**src/rtl/mips_pkg.sv**
```systemverilog
// Shared MIPS definitions: opcode map (common with the main decoder), loader
// mnemonic codes, loader FSM encoding and the instruction-field payload.
package mips_pkg;

  localparam int unsigned WORD_W = 32;

  // Primary opcodes, bits [31:26] of the machine word
  localparam logic [5:0] OP_RTYPE = 6'h00;
  localparam logic [5:0] OP_J     = 6'h02;
  localparam logic [5:0] OP_JAL   = 6'h03;
  localparam logic [5:0] OP_BEQ   = 6'h04;
  localparam logic [5:0] OP_BNE   = 6'h05;
  localparam logic [5:0] OP_ADDI  = 6'h08;
  localparam logic [5:0] OP_SLTI  = 6'h0A;
  localparam logic [5:0] OP_ANDI  = 6'h0C;
  localparam logic [5:0] OP_ORI   = 6'h0D;
  localparam logic [5:0] OP_XORI  = 6'h0E;
  localparam logic [5:0] OP_LUI   = 6'h0F;
  localparam logic [5:0] OP_LW    = 6'h23;
  localparam logic [5:0] OP_SW    = 6'h2B;

  // Symbolic mnemonic codes on the programming port; 13..15 are illegal
  typedef enum logic [3:0] {
    MN_RTYPE = 4'd0,
    MN_J     = 4'd1,
    MN_JAL   = 4'd2,
    MN_BEQ   = 4'd3,
    MN_BNE   = 4'd4,
    MN_ADDI  = 4'd5,
    MN_SLTI  = 4'd6,
    MN_ANDI  = 4'd7,
    MN_ORI   = 4'd8,
    MN_XORI  = 4'd9,
    MN_LUI   = 4'd10,
    MN_LW    = 4'd11,
    MN_SW    = 4'd12
  } mnem_e;

  typedef enum logic [1:0] {
    ST_IDLE = 2'd0,
    ST_LOAD = 2'd1,
    ST_DONE = 2'd2,
    ST_ERR  = 2'd3
  } state_e;

  // Raw instruction fields as presented by the host
  typedef struct packed {
    logic [4:0]  rs;
    logic [4:0]  rt;
    logic [4:0]  rd;
    logic [4:0]  shamt;
    logic [5:0]  funct;
    logic [15:0] imm;
    logic [25:0] target;
  } fields_t;

endpackage

```
**src/rtl/instr_encoder.sv**
```systemverilog
// Combinational instruction encoder: symbolic mnemonic + fields -> 32-bit
// machine word. Inverse of the main decoder's opcode map.
// Ports:
//   mnem_i    mnemonic code (0..12 legal)
//   fields_i  rs/rt/rd/shamt/funct/imm/target payload
//   word_o    encoded machine word (0 when illegal)
//   illegal_o mnemonic code has no encoding
module instr_encoder
  import mips_pkg::*;
(
  input  logic [3:0]        mnem_i,
  input  fields_t           fields_i,
  output logic [WORD_W-1:0] word_o,
  output logic              illegal_o
);

  // I-type layout shared by branches, ALU-immediates and loads/stores
  function automatic logic [WORD_W-1:0] itype(input logic [5:0] op, input fields_t f);
    return {op, f.rs, f.rt, f.imm};
  endfunction

  always_comb begin
    word_o    = '0;
    illegal_o = 1'b0;
    case (mnem_i)
      MN_RTYPE: word_o = {OP_RTYPE, fields_i.rs, fields_i.rt, fields_i.rd,
                          fields_i.shamt, fields_i.funct};
      MN_J:     word_o = {OP_J, fields_i.target};
      MN_JAL:   word_o = {OP_JAL, fields_i.target};
      MN_BEQ:   word_o = itype(OP_BEQ, fields_i);
      MN_BNE:   word_o = itype(OP_BNE, fields_i);
      MN_ADDI:  word_o = itype(OP_ADDI, fields_i);
      MN_SLTI:  word_o = itype(OP_SLTI, fields_i);
      MN_ANDI:  word_o = itype(OP_ANDI, fields_i);
      MN_ORI:   word_o = itype(OP_ORI, fields_i);
      MN_XORI:  word_o = itype(OP_XORI, fields_i);
      // lui has no source register; rs is forced to zero
      MN_LUI:   word_o = {OP_LUI, 5'd0, fields_i.rt, fields_i.imm};
      MN_LW:    word_o = itype(OP_LW, fields_i);
      MN_SW:    word_o = itype(OP_SW, fields_i);
      default:  illegal_o = 1'b1;
    endcase
  end

endmodule

```
**src/rtl/imem_program_loader.sv**
```systemverilog
// Instruction-memory program loader. Accepts a stream of symbolic instruction
// field sets, encodes each into a machine word and writes it to consecutive
// word addresses starting at 0. Holds the core in reset until a load finishes
// cleanly.
// Ports:
//   clk, rst_n                    clock, async active-low reset
//   start                         pulse: begin (or restart) a load at address 0
//   in_valid/in_ready/in_last     field-set handshake, last-beat marker
//   mnem, rs, rt, rd, shamt,
//   funct, imm, target            instruction fields
//   imem_we/imem_addr/imem_wdata  instruction-memory write port (registered)
//   count                         words written in the current load
//   busy, done, err               status
//   cpu_rst_n                     active-low core reset, high only in DONE
module imem_program_loader
  import mips_pkg::*;
#(
  parameter int unsigned ADDR_W = 8
) (
  input  logic              clk,
  input  logic              rst_n,
  input  logic              start,
  input  logic              in_valid,
  output logic              in_ready,
  input  logic              in_last,
  input  logic [3:0]        mnem,
  input  logic [4:0]        rs,
  input  logic [4:0]        rt,
  input  logic [4:0]        rd,
  input  logic [4:0]        shamt,
  input  logic [5:0]        funct,
  input  logic [15:0]       imm,
  input  logic [25:0]       target,
  output logic              imem_we,
  output logic [ADDR_W-1:0] imem_addr,
  output logic [WORD_W-1:0] imem_wdata,
  output logic [ADDR_W:0]   count,
  output logic              busy,
  output logic              done,
  output logic              err,
  output logic              cpu_rst_n
);

  localparam int unsigned CNT_W = ADDR_W + 1;
  localparam logic [CNT_W-1:0] CAP = CNT_W'(1) << ADDR_W;

  state_e              state_q, state_d;
  logic [CNT_W-1:0]    count_q, count_d;
  logic                last_q, last_d;
  logic                in_ready_q, in_ready_d;
  logic                we_q, we_d;
  logic [ADDR_W-1:0]   addr_q, addr_d;
  logic [WORD_W-1:0]   wdata_q, wdata_d;
  logic                busy_q, busy_d;
  logic                done_q, done_d;
  logic                err_q, err_d;
  logic                cpu_rst_n_q, cpu_rst_n_d;

  fields_t             fields_c;
  logic [WORD_W-1:0]   word_c;
  logic                illegal_c;
  logic                accept_c;

  always_comb begin
    fields_c.rs     = rs;
    fields_c.rt     = rt;
    fields_c.rd     = rd;
    fields_c.shamt  = shamt;
    fields_c.funct  = funct;
    fields_c.imm    = imm;
    fields_c.target = target;
  end

  instr_encoder u_encoder (
    .mnem_i    (mnem),
    .fields_i  (fields_c),
    .word_o    (word_c),
    .illegal_o (illegal_c)
  );

  assign accept_c = in_valid && in_ready_q;

  // State, counter and write-port registers
  always_ff @(posedge clk or negedge rst_n) begin
    if (!rst_n) begin
      state_q     <= ST_IDLE;
      count_q     <= '0;
      last_q      <= 1'b0;
      in_ready_q  <= 1'b0;
      we_q        <= 1'b0;
      addr_q      <= '0;
      wdata_q     <= '0;
      busy_q      <= 1'b0;
      done_q      <= 1'b0;
      err_q       <= 1'b0;
      cpu_rst_n_q <= 1'b0;
    end else begin
      state_q     <= state_d;
      count_q     <= count_d;
      last_q      <= last_d;
      in_ready_q  <= in_ready_d;
      we_q        <= we_d;
      addr_q      <= addr_d;
      wdata_q     <= wdata_d;
      busy_q      <= busy_d;
      done_q      <= done_d;
      err_q       <= err_d;
      cpu_rst_n_q <= cpu_rst_n_d;
    end
  end

  // Next-state, counter and write-port logic
  always_comb begin
    state_d = state_q;
    count_d = count_q;
    last_d  = 1'b0;
    we_d    = 1'b0;
    addr_d  = addr_q;
    wdata_d = wdata_q;

    case (state_q)
      ST_IDLE, ST_DONE, ST_ERR: begin
        if (start) begin
          state_d = ST_LOAD;
          count_d = '0;
        end
      end
      ST_LOAD: begin
        if (start) begin
          // Restart; a beat handshaken this cycle is dropped
          count_d = '0;
        end else if (last_q) begin
          // Final write is on the port now; report DONE only after it
          state_d = ST_DONE;
        end else if (in_valid && (count_q == CAP)) begin
          // Memory full: a further beat is an overflow, never a wrap
          state_d = ST_ERR;
        end else if (accept_c) begin
          if (illegal_c) begin
            state_d = ST_ERR;
          end else begin
            we_d    = 1'b1;
            addr_d  = count_q[ADDR_W-1:0];
            wdata_d = word_c;
            count_d = count_q + CNT_W'(1);
            last_d  = in_last;
          end
        end
      end
      default: state_d = ST_IDLE;
    endcase

    // Status outputs follow the next state so they change on the same edge
    in_ready_d  = (state_d == ST_LOAD) && !last_d && (count_d < CAP);
    busy_d      = (state_d == ST_LOAD);
    done_d      = (state_d == ST_DONE);
    err_d       = (state_d == ST_ERR);
    cpu_rst_n_d = (state_d == ST_DONE);
  end

  assign in_ready   = in_ready_q;
  assign imem_we    = we_q;
  assign imem_addr  = addr_q;
  assign imem_wdata = wdata_q;
  assign count      = count_q;
  assign busy       = busy_q;
  assign done       = done_q;
  assign err        = err_q;
  assign cpu_rst_n  = cpu_rst_n_q;

endmodule

```
**config.mk**
```make
export PLATFORM = sky130hd
export DESIGN_NAME = imem_program_loader
export DESIGN_NICKNAME = d
export VERILOG_FILES = /design/src/rtl/mips_pkg.sv /design/src/rtl/instr_encoder.sv /design/src/rtl/imem_program_loader.sv
export SDC_FILE = /design/constraint.sdc
export NUM_CORES = 1
export LEC_CHECK = 0
export CAP_MARGIN = 20
export CORE_MARGIN = 2
export CORE_UTILIZATION = 41
export CTS_CLUSTER_SIZE = 14
export DETAILED_ROUTE_END_ITERATION = 8
export PLACE_DENSITY = 0.8
export SYNTH_ARGS = -nofsm -noshare
export SYNTH_HDL_FRONTEND = slang
export SYNTH_SLANG_ARGS = --single-unit
```
**constraint.sdc**
```tcl
create_clock -name clk -period 2.1 [get_ports clk]
set_input_delay 0.42 -clock clk [delete_from_list [all_inputs] [get_ports clk]]
set_output_delay 0.42 -clock clk [all_outputs]
set_load 0.005 [all_outputs]
```
==> summary.txt <==
Clocking
  • CTS Buffer Depth: 2
  • Post-CTS setup buffers: 0
  • Clk slew on worst S/H paths: 0.10 ns
  • H-tree depth: 2
  • CTS buffer count: 5
  • CTS Sinks: 56
  • CTS tree: done
  • Clock tree root driver cell: clkbuf_8
  • Worst-Skew Late Latency: 0.31 ns

Routing
  • First-pass DRT Iterations: 8
  • Initial DRC count: 175
  • Via/cell ratio: 5.43
  • Antenna-violating nets left: 0
  • Vias: 2,736
  • Final WL: 8.09 mm
  • Post-route DRC: 0
  • Drt wl/cell: 16.0 µm

Place
  • Setup WS pre-CTS: -0.507 ns
  • Placed Cells: 496
  • Placer congestion estimate: 0.853
  • DPL Wire Length: 6.04 mm
  • IO Port Bufs: 130

Synthesis
  • Largest area contributor in the netlist: dfrtp_1
  • Post-synth EDFFs: 0
  • Mapped Cells: 284
  • Ys async rst share: 1.00
  • Cell area after synthesis: 2790 µm²
  • Syn Area/Cell: 9.82 µm²
  • Sequential area share after synthesis: 0.502
  • Register bit total from synthesis: 56
  • Synth top area share: 0.502
  • Ys flop type: dfrtp_1
  • Syn. warnings: 0
  • Synth top area cells: dfrtp_1 (50%), nand2_1 (7.0%), a222oi_1 (5.7%)
  • Post-Syn Nets: 363
  • Synth cell types: 45

Layout
  • Layout net count: 502
  • Fill cells: 550
  • N_diodes: 0
  • Layout Area Growth over Synthesis: 57.5%
  • Share of cells above drive strength 1: 0.111
  • Fin cells: 504

Run
  • Reported max-cap violation count: 0

Setup path
  • Worst-path cell chain: clkdlybuf4s50_1 -> buf_4 -> nor2_2 -> inv_1 -> nor3_4 -> a222oi_1 -> o21ai_0
  • CP max-delay cell: nor3_4
  • CP max FO: 16
  • Crit-path max cell delay: 0.54 ns
  • Worst Path Arrival: 2.22 ns
  • Worst R2R Setup Slack: 0.23 ns
  • CP Launch Type: primary input
  • CP required: 2.32 ns
  • Critical path endpoint category: register
  • Setup CP Type: in2reg

Global routing
  • Met2 Usage GRT: 0.378
  • Met1 Use GR: 0.259
  • Met3 Use GR: 0.0448
  • Grt total ovfl: 0
  • Initial antenna violation count: 0
  • Largest net degree at the start of global routing: 36
  • First-pass GRT wire length: 12.7 mm
  • Most Crowded Layer GR: met2
  • Vias in the first global route: 2,796
  • Tot GR Track Use: 0.212

Timing
  • Hold WS: 0.0848 ns
  • Slew Viols, Final: 0
  • Hold Violations, Final: 0
  • Max Clock Skew: 0.0103 ns
  • Tmin final: 2.00 ns
  • Final setup fails: 0
  • Setup WS post-layout: 0.100 ns
  • Headroom to the max-slew limit: 0.496
  • Period utilization: 0.952
  • Worst-Margin Slew: 0.754 ns
  • Fmax: 500 MHz
  • RSZ-0062 raised after global routing: false

Pwr
  • PnR Total Power: 3.03 mW
  • Pwr Density: 690 nW/µm²
  • Leak Pwr: 1.92 nW
  • Worst vdd ir: 0.388 mV

Floorplan
  • Die extent in x: 86.5 µm
  • Die height: 86.5 µm
  • Ports: 132
  • Core ar.: 6680 µm²
  • Initial Util: 0.418
  • Core Rows: 30
  • Die area: 7480 µm²

Status
  • Outcome: complete, no violations

Hold path
  • Hold Crit Class: in2async
-- worst paths after layout --
path                         startpoint             end  cells after the start
max                             mnem[0]  imem_wdata[15]                      7
min                               rst_n  imem_wdata[10]                      1
max reg2reg                    count[1]  imem_wdata[15]                      7
min reg2reg                imem_addr[2]    imem_addr[2]                      2
max in group asynchronous         rst_n  imem_wdata[17]                      2
min in group clk           imem_addr[2]    imem_addr[2]                      2
-- area by class of cell --
type	instances	area, µm²	area share
Multi-Input combinational cell	198	1230	0.281
Tap cell	80	100	0.0228
Clock inverter	2	10.0	0.00228
Inverter	9	33.8	0.00769
Sequential cell	56	1400	0.319
Clock buffer	6	82.6	0.0188
Timing Repair Buffer	153	1530	0.349
-- synth_stat cells (2+ instances only) --
| library cell | number |
|---|---|
| nand4_1 | 5 |
| nand3_1 | 6 |
| o21ai_0 | 23 |
| buf_6 | 2 |
| nor4b_1 | 2 |
| xnor2_1 | 2 |
| ha_1 | 2 |
| a221oi_1 | 10 |
| nand2_1 | 52 |
| a21boi_0 | 2 |
| mux2i_1 | 2 |
| and2_1 | 4 |
| buf_2 | 11 |
| a222oi_1 | 16 |
| and3_1 | 3 |
| nand2b_1 | 2 |
| xor2_1 | 6 |
| buf_4 | 4 |
| a21oi_1 | 5 |
| inv_1 | 9 |
| dfrtp_1 | 56 |
| clkbuf_1 | 3 |
| mux2_2 | 2 |
| nor3_2 | 2 |
| nor2_1 | 31 |
| o21ai_1 | 3 |
-- cell families after synthesis --
kind of cell,after synthesis,share of synthesized area
muxes,4,0.0152
buffers and inverters,30,0.0619
and+or+nand+nor,115,0.203
adders and majority gates,2,0.00897
AOI/OAI and AO/OA,68,0.183
xor gates and xnor gates,8,0.0251
other,1,0.00134
DFF,56,0.502
-- where the power goes --
group	switching (mW)	internal, mW	leakage, nW
combinational	0.388	0.650	1.15
clock	0.338	0.264	0.0510
sequential	0.113	1.28	0.716
-- sequential cells by signal, summed over array words and instances, names as in the netlist --
signal,flops
busy,1
count,9
cpu_rst_n,1
err,1
imem_addr,8
imem_wdata,31
imem_we,1
in_ready,1
last_q,1
state_q,2
-- layout by cell type (no fill, tap or decap), drive strengths merged, types with 3 or more instances in the layout --
cell	count
dfrtp	56
nor3	3
a222oi	16
clkbuf	6
nand3	6
inv	9
xor2	6
buf	24
o21ai	26
nand2	52
and2	4
nor2	32
and3	3
clkdlybuf4s50	129
a21oi	5
nand4	6
a221oi	10
-- metal layers --
| layer | wire (µm) | vias to the layer above | part of all wire |
|---|---|---|---|
| met5 | 0 | - | 0 |
| met4 | 129 | 0 | 0.016 |
| met3 | 467 | 13 | 0.058 |
| met2 | 4120 | 108 | 0.51 |
| met1 | 3370 | 1326 | 0.42 |
| li1 | - | 1289 | - |
-- metrics by stage --
step / util / area [µm²] / setup TNS, ns
2_1_floorplan: - / 2790 / 0
3_3_place_gp: 0.641 / 4280 / -8.67
3_5_place_dp: 0.641 / 4280 / -11.59
4_1_cts: 0.657 / 4390 / 0
5_1_grt: 0.658 / 4390 / 0
6_report: 0.658 / 4390 / 0
-- critical path: cells and delay by family --
kind,cells,cell delay [ns]
buf+inv,3,0.73
compound gates,2,0.42
simple gates,2,0.65
-- what timing repair did --
item,in CTS,in global routing
endpoints found under the setup margin,26,33
resized for setup,2,1
hold buffers,0,0
Note: power is estimated with default switching activity, not from simulation.
